### src/rtl/fetch_pkg.sv
// fetch_pkg: shared definitions for the instruction fetch unit.
//   state_e          - fetch FSM state encoding (VEC, FETCH)
//   ROM_BASE_DEF     - default byte address of ROM word index 0
//   RESET_VECTOR_DEF - default byte address of the reset vector
//   ENTRY_W          - instruction buffer entry width, {pc[15:0], word[15:0]}
package fetch_pkg;

    typedef enum logic {
        VEC   = 1'b0,
        FETCH = 1'b1
    } state_e;

    localparam logic [15:0] ROM_BASE_DEF     = 16'hC000;
    localparam logic [15:0] RESET_VECTOR_DEF = 16'hFFFE;
    localparam int unsigned ENTRY_W          = 32;

endpackage

### src/rtl/fetch_fifo.sv
// fetch_fifo: DEPTH-entry circular instruction buffer.
// Ports:
//   clk, rst_n     - clock, synchronous active-low reset (empties the buffer)
//   push, wdata    - write request; accepted when not full or when a pop
//                    happens in the same cycle
//   pop            - remove head entry (ignored when empty)
//   flush          - discard all entries; overrides push and pop
//   rdata          - head entry, all zeros while empty
//   full, empty    - occupancy flags
module fetch_fifo
    import fetch_pkg::*;
#(
    parameter int unsigned DEPTH = 2,
    parameter int unsigned WIDTH = ENTRY_W
) (
    input  logic             clk,
    input  logic             rst_n,
    input  logic             push,
    input  logic             pop,
    input  logic             flush,
    input  logic [WIDTH-1:0] wdata,
    output logic [WIDTH-1:0] rdata,
    output logic             full,
    output logic             empty
);

    localparam int unsigned PW = (DEPTH > 1) ? $clog2(DEPTH) : 1;
    localparam int unsigned CW = $clog2(DEPTH + 1);

    logic [WIDTH-1:0] mem_q [DEPTH];
    logic [WIDTH-1:0] mem_d [DEPTH];
    logic [PW-1:0]    wr_ptr_q, wr_ptr_d;
    logic [PW-1:0]    rd_ptr_q, rd_ptr_d;
    logic [CW-1:0]    count_q, count_d;
    logic             do_push, do_pop;

    // Pointer increment with wrap, valid for non-power-of-two depths.
    function automatic logic [PW-1:0] next_ptr(input logic [PW-1:0] p);
        return (p == PW'(DEPTH - 1)) ? '0 : p + 1'b1;
    endfunction

    assign full  = (count_q == CW'(DEPTH));
    assign empty = (count_q == '0);
    assign rdata = empty ? '0 : mem_q[rd_ptr_q];

    always_comb begin
        mem_d    = mem_q;
        wr_ptr_d = wr_ptr_q;
        rd_ptr_d = rd_ptr_q;
        count_d  = count_q;
        do_pop   = pop && !empty;
        do_push  = push && (!full || do_pop);
        if (flush) begin
            wr_ptr_d = '0;
            rd_ptr_d = '0;
            count_d  = '0;
        end else begin
            if (do_push) begin
                mem_d[wr_ptr_q] = wdata;
                wr_ptr_d        = next_ptr(wr_ptr_q);
            end
            if (do_pop) begin
                rd_ptr_d = next_ptr(rd_ptr_q);
            end
            count_d = count_q + CW'(do_push) - CW'(do_pop);
        end
    end

    always_ff @(posedge clk) begin
        if (!rst_n) begin
            for (int unsigned i = 0; i < DEPTH; i++) begin
                mem_q[i] <= '0;
            end
            wr_ptr_q <= '0;
            rd_ptr_q <= '0;
            count_q  <= '0;
        end else begin
            mem_q    <= mem_d;
            wr_ptr_q <= wr_ptr_d;
            rd_ptr_q <= rd_ptr_d;
            count_q  <= count_d;
        end
    end

endmodule

### src/rtl/fetch_unit.sv
// fetch_unit: sequential instruction fetch from a word ROM into a small
// buffer, with redirect (branch) support.
// After reset the unit reads the reset vector (VEC), then streams words
// from consecutive even byte addresses (FETCH) into a DEPTH-entry buffer.
// Ports:
//   clk, rst_n            - clock, synchronous active-low reset
//   rom_addr, rom_bw      - ROM word index ((addr - ROM_BASE) >> 1), word mode
//   rom_out               - ROM data, combinational from rom_addr
//   ins_valid/ready       - head-of-buffer handshake to the decoder
//   ins_word, ins_pc      - head instruction and its byte address (0 if empty)
//   redirect, redirect_pc - flush and restart fetch at redirect_pc (even)
//   fetch_fault           - sticky out-of-ROM fetch flag
// Build option: define FETCH_BOUNDS_CHECK_EN to stall and flag fetches with
// pc below ROM_BASE; otherwise fetch_fault is tied to 0.
module fetch_unit
    import fetch_pkg::*;
#(
    parameter logic [15:0] ROM_BASE     = ROM_BASE_DEF,
    parameter logic [15:0] RESET_VECTOR = RESET_VECTOR_DEF,
    parameter int unsigned DEPTH        = 2
) (
    input  logic        clk,
    input  logic        rst_n,
    output logic [15:0] rom_addr,
    output logic        rom_bw,
    input  logic [15:0] rom_out,
    output logic        ins_valid,
    input  logic        ins_ready,
    output logic [15:0] ins_word,
    output logic [15:0] ins_pc,
    input  logic        redirect,
    input  logic [15:0] redirect_pc,
    output logic        fetch_fault
);

    state_e              state_q, state_d;
    logic [15:0]         pc_q, pc_d;
    logic [15:0]         lookup_addr;
    logic                in_bounds;
    logic                buf_push, buf_pop, buf_flush;
    logic                buf_full, buf_empty;
    logic [ENTRY_W-1:0]  buf_wdata, buf_rdata;
`ifdef FETCH_BOUNDS_CHECK_EN
    logic                fault_q, fault_d;
`endif

    fetch_fifo #(
        .DEPTH (DEPTH),
        .WIDTH (ENTRY_W)
    ) u_fifo (
        .clk   (clk),
        .rst_n (rst_n),
        .push  (buf_push),
        .pop   (buf_pop),
        .flush (buf_flush),
        .wdata (buf_wdata),
        .rdata (buf_rdata),
        .full  (buf_full),
        .empty (buf_empty)
    );

    assign rom_bw    = 1'b0;
    assign ins_valid = !buf_empty;
    assign ins_pc    = buf_rdata[31:16];
    assign ins_word  = buf_rdata[15:0];
    assign buf_wdata = {pc_q, rom_out};

    // ROM index is plain modulo-2^16 arithmetic; the bounds check (if
    // built) gates the write, not the address.
    always_comb begin
        lookup_addr = (state_q == VEC) ? RESET_VECTOR : pc_q;
        rom_addr    = 16'(lookup_addr - ROM_BASE) >> 1;
    end

    always_comb begin
`ifdef FETCH_BOUNDS_CHECK_EN
        in_bounds = (pc_q >= ROM_BASE);
        fault_d   = fault_q;
`else
        in_bounds = 1'b1;
`endif
        state_d   = state_q;
        pc_d      = pc_q;
        buf_push  = 1'b0;
        buf_pop   = 1'b0;
        buf_flush = 1'b0;
        unique case (state_q)
            VEC: begin
                pc_d    = rom_out & 16'hFFFE;
                state_d = FETCH;
            end
            FETCH: begin
                if (redirect) begin
                    // Redirect wins over both the pop and the write.
                    buf_flush = 1'b1;
                    pc_d      = redirect_pc & 16'hFFFE;
`ifdef FETCH_BOUNDS_CHECK_EN
                    fault_d   = 1'b0;
`endif
                end else begin
                    buf_pop = ins_valid && ins_ready;
                    if (!in_bounds) begin
`ifdef FETCH_BOUNDS_CHECK_EN
                        fault_d = 1'b1;
`endif
                    end else if (!buf_full || buf_pop) begin
                        buf_push = 1'b1;
                        pc_d     = pc_q + 16'd2;
                    end
                end
            end
            default: state_d = VEC;
        endcase
    end

    always_ff @(posedge clk) begin
        if (!rst_n) begin
            state_q <= VEC;
            pc_q    <= '0;
`ifdef FETCH_BOUNDS_CHECK_EN
            fault_q <= 1'b0;
`endif
        end else begin
            state_q <= state_d;
            pc_q    <= pc_d;
`ifdef FETCH_BOUNDS_CHECK_EN
            fault_q <= fault_d;
`endif
        end
    end

`ifdef FETCH_BOUNDS_CHECK_EN
    assign fetch_fault = fault_q;
`else
    assign fetch_fault = 1'b0;
`endif

endmodule

### config.mk
export PLATFORM = sky130hd
export DESIGN_NAME = fetch_unit
export DESIGN_NICKNAME = d
export VERILOG_FILES = /design/src/rtl/fetch_pkg.sv /design/src/rtl/fetch_fifo.sv /design/src/rtl/fetch_unit.sv
export SDC_FILE = /design/constraint.sdc
export NUM_CORES = 1
export LEC_CHECK = 0
export BUFFER_PORTS_ARGS = -buffer_cell sky130_fd_sc_hd__buf_4
export CAP_MARGIN = 15
export CORE_MARGIN = 1
export CORE_UTILIZATION = 50
export DETAILED_ROUTE_END_ITERATION = 10
export PLACE_DENSITY = 0.81
export SLEW_MARGIN = 25
export SYNTH_ARGS = -nofsm -noshare
export SYNTH_HDL_FRONTEND = slang
export SYNTH_SLANG_ARGS = --single-unit
### constraint.sdc
create_clock -name clk -period 2.5 [get_ports clk]
set_clock_uncertainty 0.1 [all_clocks]
set_input_delay 0.5 -clock clk [delete_from_list [all_inputs] [get_ports clk]]
set_output_delay 0.5 -clock clk [all_outputs]
set_load 0.01 [all_outputs]
==> impl_metrics.py, run 1 <==
metrics = {
    "status": {
        "status": "completed",
    },
    "logic_synthesis": {
        "yosys-top-cells-count": "nand2_1 (131), dfxtp_1 (82), a21boi_1 (40), nor2_1 (40), mux2i_1 (34)",
        "async_reset_ff_share_pct": 0,
        "synth-edff-count": 0,
        "syn_area_per_cell_um2": 8.01,
        "synthFlopType": "dfxtp_1",
        "ys_types": 58,
        "synth.top_cells.by_area": "dfxtp_1 (38%), nand2_1 (11%), mux2i_1 (7.8%), a21boi_1 (6.9%), a21boi_0 (4.0%)",
        "syn_inst": 545,
        "netlist_area_um2": 4360,
        "synth_warnings": 0,
        "synth_top_area_cell": "dfxtp_1",
        "ys_ff_latch": 82,
        "synth_top_area_share_pct": 37.6,
        "ys_seq_area_share_pct": 37.6,
        "yosysMostFrequentCell": "nand2_1",
    },
    "hold_path": {
        "hp-start": "rom_out[3]",
        "hold_path.class": "input port to flop",
    },
    "place": {
        "dpl.hpwl_um": 7840,
        "port_buffers": 81,
        "globalplace.congestion": 0.936,
    },
    "floorplanning": {
        "initial_utilization_pct": 52.3,
        "rows": 33,
        "dieWidth_um": 95.4,
        "core_um2": 8340,
        "fp.dieArea_um2": 9100,
        "ios": 87,
        "chipHeight_um": 95.4,
    },
    "timing": {
        "max_slew_margin_pct": 60.5,
        "drv_slew": 0,
        "setup_viol": 0,
        "rsz0062_at_grt": "false",
        "post-route-period-util_pct": 88.3,
        "layout_min_cycle_time_ns": 2.21,
        "worst_pin_slew_ns": 0.592,
        "hold_violations": 0,
        "max_freq_ghz": 0.453,
        "fin_setup_tns_ns": 0,
    },
    "critical_path": {
        "reg2reg_slack_ns": 0.51,
        "cp_data_required_time_ns": 1.90,
        "worstSetupEndpointType": "output port",
        "crit_end": "ins_pc[15]",
        "critical_path_class": "flop to output port",
        "arrival_ns": 1.61,
        "path_max_fanout": 27,
        "cp-startpoint": "u_fifo.rd_ptr_q$_SDFFE_PP0P_",
        "start_kind": "flop",
        "rr_endpoint": "u_fifo.mem_q[17]$_SDFFE_PN0P_",
        "rr_startpoint": "u_fifo.count_q[1]$_SDFF_PP0_",
        "worst-r2r-cell-count": 5,
    },
    "route": {
        "dr.first_iter.drc_count": 275,
        "routed_wirelength_um": 11500,
        "vias_per_cell": 5.70,
        "drtAntennaViolNets": 0,
        "wl_per_cell_um": 16.2,
        "vias": 4048,
        "drtPass1Iterations": 4,
        "drc": 0,
    },
    "clock_network": {
        "cts.path.max_buffers": 2,
        "clock-root-buffer": "clkbuf_8",
        "postCtsSetupBuffers": 0,
        "clk_pin_slew_ns": 0.08,
        "cts-htree-levels": 3,
        "cts-buffers-inserted": 9,
        "cts_hold_buf": 0,
        "ctsResizeCount": 0,
        "cts.sinks": 82,
        "clock_latency_ns": 0.35,
        "cts_tree": "yes",
    },
    "layout": {
        "regArea_um2": 1640,
        "final_util_pct": 61.7,
        "multi_input_area_um2": 2430,
        "n_antenna_cell": 0,
        "drive_gt1_share_pct": 21.8,
        "fill_cells": 747,
        "area_growth_pct": 17.9,
        "num-nets-final": 638,
    },
    "pwr": {
        "switchingPower_uw": 776,
        "p_comb_share_pct": 14.7,
        "p_leak_uw": 0.00192,
        "swShare_pct": 28.8,
        "seqPwrFrac_pct": 52.5,
        "p_per_area_nw_per_um2": 524,
        "p_total_uw": 2690,
        "peakVddDrop_v": 0.000307,
        "power_frac_clock_pct": 32.8,
        "p_int_uw": 1920,
    },
    "global_routing": {
        "grt_use_total_pct": 27.0,
        "grt_pass1_vias": 3903,
        "grt_pass1_wl_um": 18600,
        "grt_start_max_net_pins": 71,
        "antenna_found_initial": 0,
        "grt_remaining_overflow": 0,
    },
    "flow_run": {
        "cap_violations": 0,
    },
}
cell type report:
| class | count | share of cell area [%] |
|---|---|---|
| Inverter | 6 | 0.438 |
| Timing Repair Buffer | 97 | 14.4 |
| Clock buffer | 10 | 2.68 |
| Multi-Input combinational cell | 404 | 47.2 |
| Clock inverter | 6 | 0.827 |
| Tap cell | 105 | 2.55 |
| Sequential cell | 82 | 31.9 |
through the flow:
step / cells / setup WS [ns] / hold WS (ns) / cell area, um^2
5_1_grt: 710 / 0.240 / 0.299 / 5140
3_5_place_dp: 694 / 0.308 / 0.344 / 4960
2_1_floorplan: 548 / 0.508 / 0.334 / 4370
6_report: 710 / 0.292 / 0.300 / 5140
4_1_cts: 710 / 0.290 / 0.293 / 5140
3_3_place_gp: 694 / 0.410 / 0.339 / 4960
worst min-delay path by stage:
stage	endpoint	slack [ns]	cells after the start
final	u_fifo.mem_q[35]$_SDFFE_PN0P_	0.30	3
after detailed placement	u_fifo.mem_q[44]$_SDFFE_PN0P_	0.34	2
after CTS	u_fifo.mem_q[39]$_SDFFE_PN0P_	0.29	3
after floorplan	u_fifo.mem_q[43]$_SDFFE_PN0P_	0.33	2
after global placement	u_fifo.mem_q[50]$_SDFFE_PN0P_	0.34	2
after global routing	u_fifo.mem_q[43]$_SDFFE_PN0P_	0.30	3
state kept, by name, indices dropped and copies added (netlist names):
| register | cells |
|---|---|
| pc_q | 15 |
| state_q | 1 |
| u_fifo.count_q | 2 |
| u_fifo.mem_q | 62 |
| u_fifo.rd_ptr_q | 1 |
| u_fifo.wr_ptr_q | 1 |
routing by layer:
layer | up-vias | global-route usage [%] | routed length (um)
met5 | - | 0 | 0
met2 | 140 | 43.9 | 5660
met1 | 1928 | 34.0 | 4710
li1 | 1952 | - | -
met3 | 28 | 4.70 | 709
met4 | 0 | 14.6 | 408
worst max-delay path, stage by stage (launching register included):
cell	delay, ns
dfxtp_2	0.47
buf_12	0.26
mux2i_1	0.28
nor2_1	0.07
buf_4	0.15
cells in the final DEF (no fill, tap or decap), drive strengths merged, types with 2 or more instances in the layout:
cell type  instances
o211ai             2
nor2              41
nor2b              5
nand2b            15
inv                6
and3               3
nand2            141
xnor2              4
a21boi            63
and4               3
clkbuf            10
o21a               2
a41oi              2
clkinvlp           2
o221ai             2
o221a              3
o311ai             3
a22o               2
nand3              7
or3                3
a22oi              5
o211a              4
buf               97
dfxtp             82
nor4               5
clkinv             4
nor3               4
mux2i             34
ha                 2
nor3b              3
conb               4
a21oi             12
nand4              7
a221oi             2
o21ai              8
cells by family (layout without fill, tap and decap cells):
family / count (synthesis) / count (layout) / share of synthesized area, %
adders and majority gates: 2 / 2 / 0.573
buffers and inverters: 62 / 119 / 7.23
AOI/OAI and AO/OA: 120 / 120 / 20.6
xor gates and xnor gates: 4 / 4 / 0.803
DFF: 82 / 82 / 37.6
other: 1 / 4 / 0.0860
and+or+nand+nor: 240 / 240 / 25.3
muxes: 34 / 34 / 7.80
power groups by stage:
stage	Clock, uW	Combinational [uW]	Sequential, uW
after floorplan	0	273	1410
after global placement	0	385	1440
after detailed placement	0	395	1440
after CTS	901	396	1410
after global routing	962	434	1420
final	884	395	1410
Power figures use the tool's default switching activity.
==> inputs of run 2 (changes only) <==
==> constraint.sdc (replaced) <==
create_clock -name clk -period 2.7 [get_ports clk]
set_clock_uncertainty 0.1 [all_clocks]
set_input_delay 0.54 -clock clk [delete_from_list [all_inputs] [get_ports clk]]
set_output_delay 0.54 -clock clk [all_outputs]
set_load 0.01 [all_outputs]
==> run 2 against run 1 <==
  * Final area is essentially flat
  * Critical endpoint unchanged
  * Flip-flop and latch count did not move
  * Total power is 7.5% lower
  * Critical path depth unchanged
  * Cell count is 0.14% lower
  * Sequential power down 7%
  * Register-to-register slack better by 0.07 ns
  * Clock power is 8.3% lower
  * Highest routed layer unchanged
  * Setup slack better by 0.013 ns
  * Global-route usage down 0.52 points
==> impl_metrics.py, run 2 (same netlist as run 1, synthesis figures left out) <==
metrics = {
    "status": {
        "status": "completed",
    },
    "clock_network": {
        "cts-htree-levels": 3,
        "clk_pin_slew_ns": 0.08,
        "postCtsSetupBuffers": 0,
        "cts_hold_buf": 0,
        "ctsResizeCount": 0,
        "cts_tree": "yes",
        "clock-root-buffer": "clkbuf_8",
        "cts-buffers-inserted": 9,
        "clock_latency_ns": 0.35,
        "cts.sinks": 82,
        "cts.path.max_buffers": 2,
    },
    "place": {
        "dp_worst_setup_slack_ns": 0.508,
        "port_buffers": 81,
        "globalplace.congestion": 0.934,
        "dpl.hpwl_um": 7750,
        "dp_cells": 695,
        "post_dp_cell_area_um2": 4970,
    },
    "layout": {
        "final-instance-count-excl-fill": 709,
        "largest_reg_flops": 62,
        "num-nets-final": 639,
        "top_register": "u_fifo.mem_q",
        "fin_area_um2": 5150,
        "final_cell_mix": "nand2_1 (131), buf_4 (97), dfxtp_1 (81)",
        "multi_input_area_um2": 2430,
        "n_antenna_cell": 0,
        "drive_gt1_share_pct": 21.7,
        "reg.largest.list": "u_fifo.mem_q x62, pc_q x15, u_fifo.count_q x2",
        "regArea_um2": 1640,
        "fill_cells": 753,
        "area_growth_pct": 18.0,
        "final_common_cell": "nand2_1",
    },
    "route": {
        "drtAntennaViolNets": 0,
        "drtPass1Iterations": 6,
        "dr.first_iter.drc_count": 360,
        "vias": 4102,
        "vias_per_cell": 5.79,
        "wl_per_cell_um": 16.3,
        "drc": 0,
        "routed_wirelength_um": 11600,
    },
    "global_routing": {
        "antenna_found_initial": 0,
        "grt_pass1_wl_um": 18200,
        "grt_pass1_vias": 3803,
        "grtUsageMet1_pct": 32.8,
        "grt_remaining_overflow": 0,
        "grt_start_max_net_pins": 86,
        "use_met2_pct": 44.5,
        "grt_use_total_pct": 26.5,
        "busiest_layer": "met2",
        "grtUsageMet3_pct": 5.66,
    },
    "pwr": {
        "p_int_uw": 1820,
        "seqPwrFrac_pct": 52.7,
        "p_comb_share_pct": 14.8,
        "power_frac_clock_pct": 32.5,
        "p_per_area_nw_per_um2": 484,
        "p_leak_uw": 0.00193,
        "peakVddDrop_v": 0.000237,
        "swShare_pct": 27.1,
        "switchingPower_uw": 675,
    },
    "critical_path": {
        "reg2reg_slack_ns": 0.58,
        "start_kind": "flop",
        "path_cells": "buf_12, mux2i_1, nor2_1, buf_4",
        "critical_path_class": "flop to output port",
        "path_max_fanout": 19,
        "max_stage_delay_ns": 0.68,
        "worst_path_max_delay_cell": "dfxtp_2",
        "path_delay_family": "flip-flops",
        "worstSetupEndpointType": "output port",
        "critPathBufInv": 2,
        "arrival_ns": 1.76,
        "cp_data_required_time_ns": 2.06,
    },
    "flow_run": {
        "cap_violations": 0,
    },
    "floorplanning": {
        "ios": 87,
        "fp.dieArea_um2": 9100,
        "core_um2": 8340,
        "dieWidth_um": 95.4,
        "chipHeight_um": 95.4,
        "rows": 33,
        "initial_utilization_pct": 52.3,
    },
    "timing": {
        "max_slew_margin_pct": 51.6,
        "worst_slack_ns": 0.305,
        "hold_slack_ns": 0.348,
        "post-route-period-util_pct": 88.7,
        "layout_min_cycle_time_ns": 2.40,
        "rsz0062_at_grt": "false",
        "worst_pin_slew_ns": 0.726,
        "drv_slew": 0,
        "hold_violations": 0,
        "max_freq_ghz": 0.417,
        "fin_setup_tns_ns": 0,
        "setup_viol": 0,
    },
    "hold_path": {
        "hold_path.class": "input port to flop",
    },
}
## run 2: layout make-up
type | instances | area share [%]
Multi-Input combinational cell | 404 | 47.1
Clock buffer | 12 | 3.21
Inverter | 6 | 0.437
Sequential cell | 82 | 31.9
Timing Repair Buffer | 98 | 14.5
Tap cell | 105 | 2.55
Clock inverter | 2 | 0.243
## run 2: worst reg2reg max path, stage by stage, from the launching register on
cell and delay [ns]:
dfxtp_1 0.68, buf_4 0.25, and2_1 0.43, a22o_1 0.29, a311oi_1 0.07, nor3_1 0.22
## run 2: per-stage QoR
step / utilization, % / power, uW
floorplan: - / 1550
global placement: 59.6 / 1690
detailed placement: 59.6 / 1700
CTS: 61.7 / 2500
global route: 61.7 / 2600
finish: 61.7 / 2490
## run 2: power groups by stage
| stage | clock network, uW | logic, uW | registers [uW] |
|---|---|---|---|
| after global routing | 884 | 401 | 1320 |
| after global placement | 0 | 357 | 1340 |
| after detailed placement | 0 | 365 | 1340 |
| after CTS | 822 | 367 | 1310 |
| after floorplan | 0 | 253 | 1300 |
| final | 811 | 368 | 1310 |
## run 2: metal layers
metal,part of all wire [%],vias to the layer above
met4,2.6,0
met1,42,1913
met5,0,-
met2,48,201
met3,7.3,33
li1,-,1955
## run 2: worst paths after layout
path,start,end,cells after the start
min reg2reg,u_fifo.mem_q[56]$_SDFFE_PN0P_,u_fifo.mem_q[56]$_SDFFE_PN0P_,2
min,rom_out[8],u_fifo.mem_q[40]$_SDFFE_PN0P_,3
max reg2reg,state_q$_DFF_P_,pc_q[14]$_SDFFE_PN0P_,5
max,u_fifo.rd_ptr_q$_SDFFE_PP0P_,ins_pc[15],4
==> inputs of run 3 (changes only) <==
--- a/config.mk
+++ b/config.mk
@@ -9,6 +9,7 @@
 export CAP_MARGIN = 15
 export CORE_MARGIN = 1
 export CORE_UTILIZATION = 50
+export CTS_BUF_LIST = sky130_fd_sc_hd__clkbuf_16
 export DETAILED_ROUTE_END_ITERATION = 10
 export PLACE_DENSITY = 0.81
 export SLEW_MARGIN = 25
==> run 3 against run 2 <==
  * Combinational power about the same
  * Sequential power barely moved
  * Worst hold slack better by 0.0012 ns
  * Sequential share of layout area is 0.44 points lower
  * Critical path depth down 1
  * Critical path type unchanged
  * Highest routed layer unchanged
==> impl_metrics.py, run 3 (same netlist as run 1, synthesis figures left out) <==
metrics = {
    "status": {
        "status": "completed",
    },
    "route": {
        "dr.first_iter.drc_count": 343,
        "highest_layer": "met4",
        "wl_met1_um": 4580,
        "dr_wl_met3_um": 975,
        "vias": 4077,
        "drtAntennaViolNets": 0,
        "vias_per_cell": 5.75,
        "drc": 0,
        "wl_per_cell_um": 16.3,
        "routed_wirelength_um": 11600,
        "drtPass1Iterations": 6,
        "wl_met2_um": 5620,
    },
    "clock_network": {
        "cts.sinks": 82,
        "cts-htree-levels": 3,
        "postCtsSetupBuffers": 0,
        "cts_tree": "yes",
        "clock-root-buffer": "clkbuf_16",
        "clk_pin_slew_ns": 0.06,
        "cts_hold_buf": 0,
        "cts.path.max_buffers": 2,
        "cts-buffers-inserted": 9,
        "ctsResizeCount": 0,
        "clock_latency_ns": 0.34,
    },
    "layout": {
        "final_cell_mix": "nand2_1 (131), buf_4 (97), dfxtp_1 (81)",
        "largest_reg_flops": 62,
        "top_register": "u_fifo.mem_q",
        "drive_gt1_share_pct": 21.2,
        "fin_area_um2": 5220,
        "reg.largest.list": "u_fifo.mem_q x62, pc_q x15, u_fifo.count_q x2",
        "fill_cells": 738,
        "n_antenna_cell": 0,
        "final_common_cell": "nand2_1",
        "num-nets-final": 639,
        "area_growth_pct": 19.6,
    },
    "floorplanning": {
        "core_um2": 8340,
        "rows": 33,
        "dieWidth_um": 95.4,
        "chipHeight_um": 95.4,
        "initial_utilization_pct": 52.3,
        "ios": 87,
        "fp.dieArea_um2": 9100,
    },
    "critical_path": {
        "critical_path_class": "flop to output port",
        "worst-r2r-cell-count": 5,
        "worstSetupEndpointType": "output port",
        "cp_data_required_time_ns": 2.06,
        "rr_startpoint": "state_q$_DFF_P_",
        "reg2reg_slack_ns": 0.57,
        "path_cells": "inv_1, nor2_1, buf_4",
        "start_kind": "flop",
        "worst_path_max_delay_cell": "dfxtp_1",
        "arrival_ns": 1.73,
        "path_max_fanout": 11,
        "rr_endpoint": "pc_q[7]$_SDFFE_PN0P_",
        "max_stage_delay_ns": 0.69,
    },
    "timing": {
        "hold_violations": 0,
        "fin_setup_tns_ns": 0,
        "layout_min_cycle_time_ns": 2.37,
        "max_slew_margin_pct": 51.9,
        "setup_viol": 0,
        "worst_slack_ns": 0.333,
        "max_freq_ghz": 0.423,
        "post-route-period-util_pct": 87.7,
        "hold_slack_ns": 0.350,
        "drv_slew": 0,
        "worst_pin_slew_ns": 0.722,
        "rsz0062_at_grt": "false",
    },
    "global_routing": {
        "grt_start_max_net_pins": 86,
        "grt_pass1_vias": 3876,
        "grt_pass1_wl_um": 18500,
        "grt_remaining_overflow": 0,
        "antenna_found_initial": 0,
        "grt_use_total_pct": 26.9,
    },
    "hold_path": {
        "hold_path.class": "flop to flop",
        "holdPathEnd": "u_fifo.mem_q[56]$_SDFFE_PN0P_",
        "hold_depth": 2,
        "hp-start": "u_fifo.mem_q[56]$_SDFFE_PN0P_",
    },
    "place": {
        "dp_worst_setup_slack_ns": 0.508,
        "dpl.hpwl_um": 7750,
        "globalplace.congestion": 0.934,
        "post_dp_cell_area_um2": 4970,
        "port_buffers": 81,
    },
    "pwr": {
        "peakVddDrop_v": 0.000280,
        "p_per_area_nw_per_um2": 525,
        "p_leak_uw": 0.00196,
    },
    "flow_run": {
        "cap_violations": 0,
    },
}
==> run 3: how the worst max path moves through the flow <==
stage / from / endpoint / slack (ns) / depth (start not counted)
CTS: u_fifo.rd_ptr_q$_SDFFE_PP0P_ / ins_pc[2] / 0.34 / 4
finish: state_q$_DFF_P_ / rom_addr[14] / 0.33 / 3
detailed placement: ins_ready / u_fifo.mem_q[20]$_SDFFE_PN0P_ / 0.51 / 6
global route: u_fifo.rd_ptr_q$_SDFFE_PP0P_ / ins_pc[15] / 0.27 / 4
global placement: ins_ready / u_fifo.mem_q[14]$_SDFFE_PN0P_ / 0.55 / 6
floorplan: redirect / u_fifo.count_q[1]$_SDFF_PP0_ / 0.67 / 9
==> run 3: per-stage QoR <==
step	util (%)	total power, uW	std cells
final	62.6	2740	709
after global routing	62.6	2850	709
after CTS	62.6	2740	709
after detailed placement	59.6	1700	695
after global placement	59.6	1690	695
after floorplan	-	1550	548
==> run 3: worst max-delay path, delay by kind of cell, from the launching register on <==
| kind | cells | cell delay (ns) |
|---|---|---|
| AND/OR/NAND/NOR | 1 | 0.21 |
| flip-flops | 1 | 0.69 |
| buffers and inverters | 2 | 0.49 |
==> run 3: area by class of cell <==
class / count / area, um^2 / share of cell area [%]
well taps: 105 / 131 / 2.52
inverters: 6 / 22.5 / 0.431
clock buffers: 9 / 225 / 4.31
repair buffers: 98 / 748 / 14.3
multi-input cells: 404 / 2430 / 46.5
flip-flops and latches: 82 / 1640 / 31.5
clock inverters: 5 / 23.8 / 0.455
==> run 3: report_power, final <==
part	total (uW)	switching, uW	internal, uW
combinational	366	197	170
sequential	1320	63.6	1250
clock	1060	460	600
==> run 3: routing by layer <==
metal / track usage, % / vias up
met1: 33.1 / 1893
met4: 10.8 / 0
li1: - / 1957
met3: 6.46 / 35
met5: 0 / -
met2: 44.9 / 192
